## config.mk

```make
export PLATFORM = sky130hd
export DESIGN_NAME = iter_arith_unit_flat
export DESIGN_NICKNAME = d
export VERILOG_FILES = /design/src/rtl/iter_arith_unit_pkg.sv /design/src/rtl/iter_arith_unit_if.sv /design/src/rtl/iter_arith_unit_round.sv /design/src/rtl/iter_arith_unit.sv /design/src/flat_wrapper.sv
export SDC_FILE = /design/constraint.sdc
export NUM_CORES = 1
export LEC_CHECK = 0
export ABC_AREA = 1
export CORE_UTILIZATION = 60
export DETAILED_ROUTE_END_ITERATION = 16
export DONT_BUFFER_PORTS = 1
export GPL_TIMING_DRIVEN = 0
export PLACE_DENSITY = 0.85
export RECOVER_POWER = 50
export SYNTH_ARGS = -nofsm -noshare
export SYNTH_HDL_FRONTEND = slang
export SYNTH_SLANG_ARGS = --single-unit
```

## constraint.sdc

```tcl
create_clock -name CLK -period 6.5 [get_ports CLK]
set_input_delay 1.625 -clock CLK [delete_from_list [all_inputs] [get_ports CLK]]
set_output_delay 1.625 -clock CLK [all_outputs]
set_load 0.01 [all_outputs]
```

## src/rtl/iter_arith_unit_pkg.sv

```systemverilog
// Shared types and default widths for the iterative sqrt / divide unit.
package arith_pkg;

    localparam int N_W_DEF = 16;
    localparam int D_W_DEF = 8;
    localparam int F_W_DEF = 8;

    typedef enum logic [1:0] {
        IDLE  = 2'd0,
        RUN   = 2'd1,
        ROUND = 2'd2,
        DONE  = 2'd3
    } state_e;

    typedef enum logic {
        MODE_SQRT = 1'b0,
        MODE_DIV  = 1'b1
    } mode_e;

endpackage

```

## src/rtl/iter_arith_unit_if.sv

```systemverilog
// Start/done handshake and operand/result bus between the core and the unit.
interface iter_arith_unit_if
    import arith_pkg::*;
#(
    parameter int N_W = N_W_DEF,
    parameter int D_W = D_W_DEF,
    parameter int F_W = F_W_DEF
);
    localparam int R_W = N_W + F_W;

    logic           start;
    logic           mode;
    logic [N_W-1:0] operand_a;
    logic [D_W-1:0] operand_b;
    logic           busy;
    logic           done;
    logic [R_W-1:0] result;
    logic           dbz;

    modport master (output start, mode, operand_a, operand_b,
                    input  busy, done, result, dbz);
    modport slave  (input  start, mode, operand_a, operand_b,
                    output busy, done, result, dbz);
endinterface

```

## src/rtl/iter_arith_unit_round.sv

```systemverilog
// Saturating half-up incrementer: adds one when enabled and requested, never past i_max.
module arith_round #(
    parameter int W = 24
) (
    input  logic         i_en,
    input  logic         i_inc,
    input  logic [W-1:0] i_value,
    input  logic [W-1:0] i_max,
    output logic [W-1:0] o_value
);
    // Increment only while below the saturation limit.
    always_comb begin
        if (i_en && i_inc && (i_value < i_max)) begin
            o_value = i_value + W'(1);
        end else begin
            o_value = i_value;
        end
    end
endmodule

```

## src/rtl/iter_arith_unit.sv

```systemverilog
// Iterative rounded sqrt / fixed-point divide co-processor.
// Build option ITER_ARITH_ROUND_EN enables half-up rounding in the ROUND state.
module iter_arith_unit
    import arith_pkg::*;
#(
    parameter int N_W = N_W_DEF,
    parameter int D_W = D_W_DEF,
    parameter int F_W = F_W_DEF
) (
    input logic              CLK,
    input logic              RST_N,
    iter_arith_unit_if.slave bus
);
    localparam int R_W   = N_W + F_W;
    localparam int Q_W   = R_W + 1;
    localparam int H_W   = N_W / 2;
    localparam int REM_W = N_W + 2;
    localparam int CNT_W = $clog2(Q_W + 1);
    localparam logic [CNT_W-1:0] SQRT_ITER = CNT_W'(H_W);
    localparam logic [CNT_W-1:0] DIV_ITER  = CNT_W'(Q_W);

    state_e           r_state, w_state_nxt;
    mode_e            r_mode;
    logic [D_W-1:0]   r_divisor;
    logic [Q_W-1:0]   r_shift, r_acc, w_acc_nxt;
    logic [REM_W-1:0] r_rem, w_rem_sh, w_trial, w_rem_nxt;
    logic [CNT_W-1:0] r_cnt;
    logic             r_busy, r_done, r_dbz, w_fits;
    logic [R_W-1:0]   r_result;
    logic [R_W-1:0]   w_rnd_in, w_rnd_max, w_rnd_out;
    logic             w_rnd_inc, w_rnd_en;

`ifdef ITER_ARITH_ROUND_EN
    assign w_rnd_en = 1'b1;
`else
    assign w_rnd_en = 1'b0;
`endif

    // One restoring step: sqrt brings down two radicand bits, divide brings down one.
    always_comb begin
        w_rem_sh  = '0;
        w_trial   = '0;
        w_rnd_in  = '0;
        w_rnd_max = '1;
        w_rnd_inc = 1'b0;
        if (r_mode == MODE_SQRT) begin
            w_rem_sh  = {r_rem[REM_W-3:0], r_shift[Q_W-1 -: 2]};
            w_trial   = {r_acc[REM_W-3:0], 2'b01};
            w_rnd_in  = R_W'(r_acc[H_W-1:0]);
            w_rnd_max = R_W'({H_W{1'b1}});
            w_rnd_inc = (r_rem > REM_W'(r_acc[H_W-1:0]));
        end else begin
            w_rem_sh  = {r_rem[REM_W-2:0], r_shift[Q_W-1]};
            w_trial   = REM_W'(r_divisor);
            w_rnd_in  = r_acc[Q_W-1:1];
            w_rnd_max = '1;
            w_rnd_inc = r_acc[0];
        end
        w_fits    = (w_rem_sh >= w_trial);
        w_rem_nxt = w_fits ? (w_rem_sh - w_trial) : w_rem_sh;
        w_acc_nxt = {r_acc[Q_W-2:0], w_fits};
    end

    arith_round #(.W(R_W)) u_round (
        .i_en    (w_rnd_en),
        .i_inc   (w_rnd_inc),
        .i_value (w_rnd_in),
        .i_max   (w_rnd_max),
        .o_value (w_rnd_out)
    );

    // Next-state logic.
    always_comb begin
        w_state_nxt = r_state;
        case (r_state)
            IDLE:    w_state_nxt = bus.start ? RUN : IDLE;
            RUN:     w_state_nxt = (r_cnt == CNT_W'(1)) ? ROUND : RUN;
            ROUND:   w_state_nxt = DONE;
            DONE:    w_state_nxt = IDLE;
            default: w_state_nxt = IDLE;
        endcase
    end

    // State register.
    always_ff @(posedge CLK or negedge RST_N) begin
        if (!RST_N) begin
            r_state <= IDLE;
        end else begin
            r_state <= w_state_nxt;
        end
    end

    // Operand capture, iteration datapath and registered outputs.
    always_ff @(posedge CLK or negedge RST_N) begin
        if (!RST_N) begin
            r_mode    <= MODE_SQRT;
            r_divisor <= '0;
            r_shift   <= '0;
            r_acc     <= '0;
            r_rem     <= '0;
            r_cnt     <= '0;
            r_busy    <= 1'b0;
            r_done    <= 1'b0;
            r_dbz     <= 1'b0;
            r_result  <= '0;
        end else begin
            r_busy <= (w_state_nxt != IDLE);
            r_done <= 1'b0;
            case (r_state)
                IDLE: begin
                    if (bus.start) begin
                        r_mode    <= mode_e'(bus.mode);
                        r_divisor <= bus.operand_b;
                        r_shift   <= {bus.operand_a, {(F_W+1){1'b0}}};
                        r_acc     <= '0;
                        r_rem     <= '0;
                        r_cnt     <= bus.mode ? DIV_ITER : SQRT_ITER;
                        r_result  <= '0;
                        r_dbz     <= 1'b0;
                    end
                end
                RUN: begin
                    r_rem   <= w_rem_nxt;
                    r_acc   <= w_acc_nxt;
                    r_cnt   <= r_cnt - CNT_W'(1);
                    r_shift <= (r_mode == MODE_SQRT) ? {r_shift[Q_W-3:0], 2'b00}
                                                     : {r_shift[Q_W-2:0], 1'b0};
                end
                ROUND: begin
                    r_done <= 1'b1;
                    if ((r_mode == MODE_DIV) && (r_divisor == '0)) begin
                        r_result <= '1;
                        r_dbz    <= 1'b1;
                    end else begin
                        r_result <= w_rnd_out;
                        r_dbz    <= 1'b0;
                    end
                end
                default: begin
                    r_done <= 1'b0;
                end
            endcase
        end
    end

    assign bus.busy   = r_busy;
    assign bus.done   = r_done;
    assign bus.result = r_result;
    assign bus.dbz    = r_dbz;

endmodule

```

## src/flat_wrapper.sv

```systemverilog
// flat-port wrapper written by rule: the top's interface ports become plain ports
module iter_arith_unit_flat import arith_pkg::*;
#(
    parameter int N_W = N_W_DEF,
    parameter int D_W = D_W_DEF,
    parameter int F_W = F_W_DEF
)
  (CLK, RST_N, bus_start, bus_mode, bus_operand_a, bus_operand_b, bus_busy, bus_done, bus_result, bus_dbz);
  iter_arith_unit_if #(.N_W(N_W), .D_W(D_W), .F_W(F_W)) bus_i ();
  input logic CLK;
  input logic RST_N;
  input wire logic [$bits(bus_i.start)-1:0] bus_start;
  input wire logic [$bits(bus_i.mode)-1:0] bus_mode;
  input wire logic [$bits(bus_i.operand_a)-1:0] bus_operand_a;
  input wire logic [$bits(bus_i.operand_b)-1:0] bus_operand_b;
  output wire logic [$bits(bus_i.busy)-1:0] bus_busy;
  output wire logic [$bits(bus_i.done)-1:0] bus_done;
  output wire logic [$bits(bus_i.result)-1:0] bus_result;
  output wire logic [$bits(bus_i.dbz)-1:0] bus_dbz;
  assign bus_i.start = bus_start;
  assign bus_i.mode = bus_mode;
  assign bus_i.operand_a = bus_operand_a;
  assign bus_i.operand_b = bus_operand_b;
  assign bus_busy = bus_i.busy;
  assign bus_done = bus_i.done;
  assign bus_result = bus_i.result;
  assign bus_dbz = bus_i.dbz;
  iter_arith_unit #(.N_W(N_W), .D_W(D_W), .F_W(F_W)) u_core (.CLK(CLK), .RST_N(RST_N), .bus(bus_i));
endmodule
```

==> results.ini, run 1 <==
[clock_network]
ctsResizeCount=0
cts_tree=done
htreeDepth=3
cts.sinks=101
cts_buffer_depth=2
cts-root-buf=clkbuf_8
cts_made_buffers=9
cts_setup_buffers=0
path_clk_slew_ns=0.11
clkLatencyLatePin_ns=0.38
cts_hold_buf=0

[placement]
hpwlAfterDp_microns=11100
gp_congestion=0.901
numPortBuffers=0

[route]
dr.first_iter.drc_count=483
antenna_left=0
wl_microns=14700
wl_met1_microns=6270
vias=5284
routed.top_layer=met4
wl_met2_microns=7020
drc=0
dr.pass1.iters=6
wl_per_cell_microns=15.9
wl_met3_microns=1050
via_per_inst=5.72

[floorplanning]
die_area_sq_mm=0.0104
io_pins=55
row_count=36
die_x_microns=102
fp.coreArea_sq_mm=0.00973
die_height_microns=102
start_util_pct=61.4

[grt]
grt.overflow.total=0
grt_max_degree=102
antenna_found_initial=0
grt_pass1_vias=5198
grt_use_total_pct=30.7
grt_pass1_wl_microns=24400

[sta]
finalCritPeriodShare_pct=48.2
min_period_ns=3.13
timing.final.hold_violations=0
slew_headroom_pct=36.9
drv_slew=0
tns_ns=0
finClkSkew_ns=0.0150
fmax_mhz=319
finalSetupViolations=0
worst_slew_pin_slew_ns=0.942
rsz0062_at_grt=false

[critical_path]
worstSetupPathType=flip-flop to flip-flop
start_kind=flip-flop
arrival_ns=3.40
crit_fanout=10
end_kind=flip-flop
crit_required_ns=6.76

[synth]
synth_fp_nets=824
netlist_area_sq_mm=0.00598
synth_cell_types=36
avgSynthCellArea_sq_um=7.71
synth-seq-area-share_pct=42.3
synth-seq-cells=101
yosysWarnings=0
synth_cells=775

[finish]
syn_to_final_growth_pct=5.19
antenna_cells=0
fin_nets=835
drive_above_1_share_pct=8.85

[hold_path]
hp-class=flip-flop to flip-flop

[status]
status=finished clean

[job]
drv_cap=0

[per-stage QoR]
stage                     hold slack (ns)  utilization [%]  instance area, sq um  worst slack [ns]  cells
after CTS                           0.492             65.1                  6330              3.44    924
after global placement              0.462             63.2                  6140              3.53    908
after floorplan                     0.449                -                  5980              4.04    775
after global routing                0.533             64.6                  6290              3.08    924
final                               0.496             64.6                  6290              3.37    924
after detailed placement            0.466             63.2                  6140              3.47    908
[synthesized netlist by cell type, drive strengths merged]
| master | number | share of area, % |
|---|---|---|
| xor2 | 3 | 0.44 |
| o21ai | 65 | 5.4 |
| o22ai | 24 | 2.5 |
| nand4 | 4 | 0.42 |
| a21oi | 39 | 3.3 |
| ha | 20 | 4.2 |
| o211ai | 9 | 1.1 |
| clkbuf | 11 | 0.69 |
| and3 | 1 | 0.10 |
| or2 | 7 | 0.73 |
| xnor2 | 6 | 0.88 |
| dfrtp | 101 | 42 |
| nand2 | 209 | 14 |
| nor4 | 1 | 0.10 |
| buf | 22 | 2.1 |
| nand3 | 56 | 5.6 |
| nor3 | 6 | 0.77 |
| a21o | 1 | 0.13 |
| inv | 125 | 7.9 |
| a22oi | 30 | 3.8 |
| fa | 1 | 0.33 |
| nor2 | 34 | 3.6 |
[cells in the final DEF (no fill, tap or decap), types with 3 or more instances in the layout]
master    instances
ha_1             20
nand4_1           4
nand2_1         201
o21ai_0          62
a21oi_1          39
buf_2            16
nand3_1          46
xor2_1            3
nor2_1           29
nand2_2           6
inv_1           122
clkbuf_1         12
o21ai_1           3
or2_2             7
a22oi_1          30
xnor2_1           6
o211ai_1          9
o22ai_1          24
clkbuf_8          9
nor3_1            4
nand3_2          10
dfrtp_1         101
inv_8             3
[flip-flops by register name, indices dropped and copies added, names as in the netlist]
register           flops
u_core.r_shift        16
u_core.r_state         2
u_core.bus.dbz         1
u_core.bus.busy        1
u_core.r_rem          17
u_core.r_cnt           5
u_core.bus.done        1
u_core.r_mode          1
u_core.r_divisor       8
u_core.bus.result     24
u_core.r_acc          25
[metal layers]
layer,track usage (%),up-vias
li1,-,2542
met5,0,-
met1,40.3,2508
met3,6.22,35
met4,14.3,0
met2,49.5,199
[cell families (layout without fill, tap and decap cells)]
family | Yosys count | count (layout) | synth area share, %
simple gates | 318 | 318 | 24.9
compound gates | 168 | 168 | 16.2
buf+inv | 158 | 174 | 10.7
flops | 101 | 101 | 42.3
fa+ha+maj | 21 | 21 | 4.52
xor+xnor | 9 | 9 | 1.32
[worst max-delay path: stages (launching register included)]
cell,delay (ns)
dfrtp_1,0.37
buf_2,0.22
buf_2,0.24
buf_1,0.40
a21oi_1,0.20
ha_1,0.39
nand2_1,0.12
nor2_1,0.16
nand3_1,0.15
nand3_2,0.13
nand2_4,0.10
nand2_4,0.16
buf_12,0.16
nand3_2,0.07
nand3_1,0.10
nand2_1,0.06
[worst paths after layout]
check	startpoint	end	slack, ns	cells past startpoint
min	u_core.r_rem[14]$_DFFE_PN0P_	u_core.r_rem[14]$_DFFE_PN0P_	0.50	2
max reg2reg	u_core.r_mode$_DFFE_PN0P_	u_core.r_rem[9]$_DFFE_PN0P_	3.37	15
max in group asynchronous	RST_N	u_core.r_rem[3]$_DFFE_PN0P_	5.44	0
max	u_core.r_mode$_DFFE_PN0P_	u_core.r_rem[9]$_DFFE_PN0P_	3.37	15
min reg2reg	u_core.r_rem[14]$_DFFE_PN0P_	u_core.r_rem[14]$_DFFE_PN0P_	0.50	2
min in group asynchronous	RST_N	u_core.bus.result[16]$_DFFE_PN0P_	0.93	0
[area by class of cell]
class	instances	area, sq um
clock buffer	9	124
fill	819	3440
multi-input combinational	516	2770
tap	133	166
clock inverter	7	66.3
buffer	33	168
sequential	101	2530
inverter	125	472
Power of run 1 is left out: the tool's default activity adds up to more than one toggle a clock period on the data nets, which glitch-free logic cannot reach.
==> inputs of run 2 (changes only) <==
Clock period 6.5 ns to 2.9 ns, I/O delays scaled along.
==> run 2 against run 1 <==
Compared with the run above: clock skew grew 0.0025 ns; non-clock buffer count increased by 8; via count rose by 2.5%; clock-buffer cell count unchanged; critical path type unchanged; largest cell class unchanged.
==> results.ini, run 2 (synthesis results as in run 1) <==
[finish]
largest_reg_flops=25  ; unchanged
antenna_cells=0  ; unchanged
fin_nets=843  ; +0.96%
drive_above_1_share_pct=12.5  ; +3.7 points
syn_to_final_growth_pct=8.08
layout_commonest_cell=nand2_1
layout_common_cells=201 x nand2_1, 120 x inv_1, 101 x dfrtp_1
top_register=u_core.r_acc

[grt]
grt_max_degree=102  ; unchanged
grt_use_total_pct=30.7  ; about the same
grt.overflow.total=0  ; unchanged
grt_pass1_vias=5199  ; +0.019%
grt_pass1_wl_microns=24400  ; about the same
antenna_found_initial=0  ; unchanged

[clock_network]
cts-root-buf=clkbuf_8
cts_hold_buf=0  ; unchanged
cts.sinks=101  ; unchanged
cts_made_buffers=9  ; unchanged
cts_buffer_depth=2  ; unchanged
cts_tree=done
clkLatencyLatePin_ns=0.38  ; about the same
path_clk_slew_ns=0.11  ; about the same
htreeDepth=3  ; unchanged

[route]
wl_per_cell_microns=16.3  ; +2.0%
dr.pass1.iters=5  ; -1
via_per_inst=5.81  ; +1.6%
wl_microns=15200  ; +2.9%
antenna_left=0  ; unchanged
drc=0  ; unchanged
vias=5414  ; +2.5%
dr.first_iter.drc_count=465  ; -3.7%

[floorplanning]
die_x_microns=102  ; unchanged
start_util_pct=61.4  ; unchanged
die_area_sq_mm=0.0104  ; unchanged
die_height_microns=102  ; unchanged
row_count=36  ; unchanged
fp.coreArea_sq_mm=0.00973  ; unchanged
io_pins=55  ; unchanged

[job]
drv_cap=0  ; unchanged

[sta]
drv_slew=0  ; unchanged
fmax_mhz=357  ; +12%
finalCritPeriodShare_pct=96.7  ; +49 points
min_period_ns=2.80  ; -0.327 ns
timing.final.hold_violations=0  ; unchanged
slew_headroom_pct=64.1  ; +27 points
tns_ns=0  ; unchanged
finalSetupViolations=0  ; unchanged
finClkSkew_ns=0.0176  ; +0.00255 ns
worst_slew_pin_slew_ns=0.535  ; -0.407 ns

[placement]
numPortBuffers=0  ; unchanged
hpwlAfterDp_microns=11100  ; unchanged
gp_congestion=0.901  ; unchanged

[critical_path]
path_cells=buf_4, clkbuf_4, nor2_2, a21oi_2, ha_1, nand2_1, nor2_1, nand3_1, nand3_2, nand2_4, nand2_4, buf_12, nand3_2, nand3_1, nand2_1
cpMaxStageDelayCell=dfrtp_1
crit_fanout=10  ; unchanged
worstSetupPathType=flip-flop to flip-flop
slowest_delay_ns=0.44  ; +0.04 ns
end_kind=flip-flop
crit_required_ns=3.16  ; -3.60 ns
arrival_ns=3.07  ; -0.33 ns
start_kind=flip-flop

[status]
status=finished clean

[hold_path]
hp-class=primary input to asynchronous set/reset pin

==> run 2: routing by layer <==
metal  track usage [%]  wire [microns]  up-vias
met4              14.3             400        0
met1              40.3            6290     2573
met2              49.5            7310      247
met5                 0               0        -
li1                  -               -     2559
met3              6.22            1150       35
==> run 2: critical path, delay by kind of cell, from the launching register on <==
kind | cells | cell delay, ns
compound gates | 1 | 0.07
flops | 1 | 0.44
simple gates | 10 | 1.25
buf+inv | 3 | 0.55
fa+ha+maj | 1 | 0.37
==> run 2: final timing paths <==
kind	slack [ns]	end	cells after the start	startpoint
worst max-delay path	0.1	u_core.r_rem[9]$_DFFE_PN0P_	15	u_core.r_mode$_DFFE_PN0P_
worst min-delay path	0.03	u_core.bus.result[16]$_DFFE_PN0P_	0	RST_N
worst max register to register	0.1	u_core.r_rem[9]$_DFFE_PN0P_	15	u_core.r_mode$_DFFE_PN0P_
worst min register to register	0.49	u_core.r_rem[14]$_DFFE_PN0P_	2	u_core.r_rem[14]$_DFFE_PN0P_
max in group asynchronous	2.74	u_core.r_rem[3]$_DFFE_PN0P_	0	RST_N
min in group CLK	0.45	u_core.r_divisor[1]$_DFFE_PN0P_	2	bus_operand_b[1]
==> run 2: repair_timing <==
item                                    4_1_cts  5_1_grt
cloned                                        0        0
endpoints found under the setup margin       15       18
setup buffers                                 0        9
gates resized for setup                       5       42
pin swaps                                     0        5
==> run 2: layout make-up <==
cell class / count / area [sq um]
multi-input cells: 516 / 2850
plain buffers: 32 / 189
clock buffers: 9 / 124
inverters: 125 / 474
flip-flops and latches: 101 / 2530
clock inverters: 7 / 66.3
fillers: 791 / 3270
repair buffers: 9 / 67.6
well taps: 133 / 166
==> run 2: through the flow <==
stage	util, %	hold slack (ns)	cells	area (sq um)	setup slack [ns]
finish	66.4	0.0295	932	6460	0.0958
global route	66.4	0.00736	932	6460	-0.0580
CTS	65.2	0.0254	924	6340	0.0449
detailed placement	63.2	0.431	908	6140	-0.126
global placement	63.2	0.432	908	6140	-0.0707
floorplan	-	0.429	775	5980	0.436
Power of run 2 is left out for the same reason.
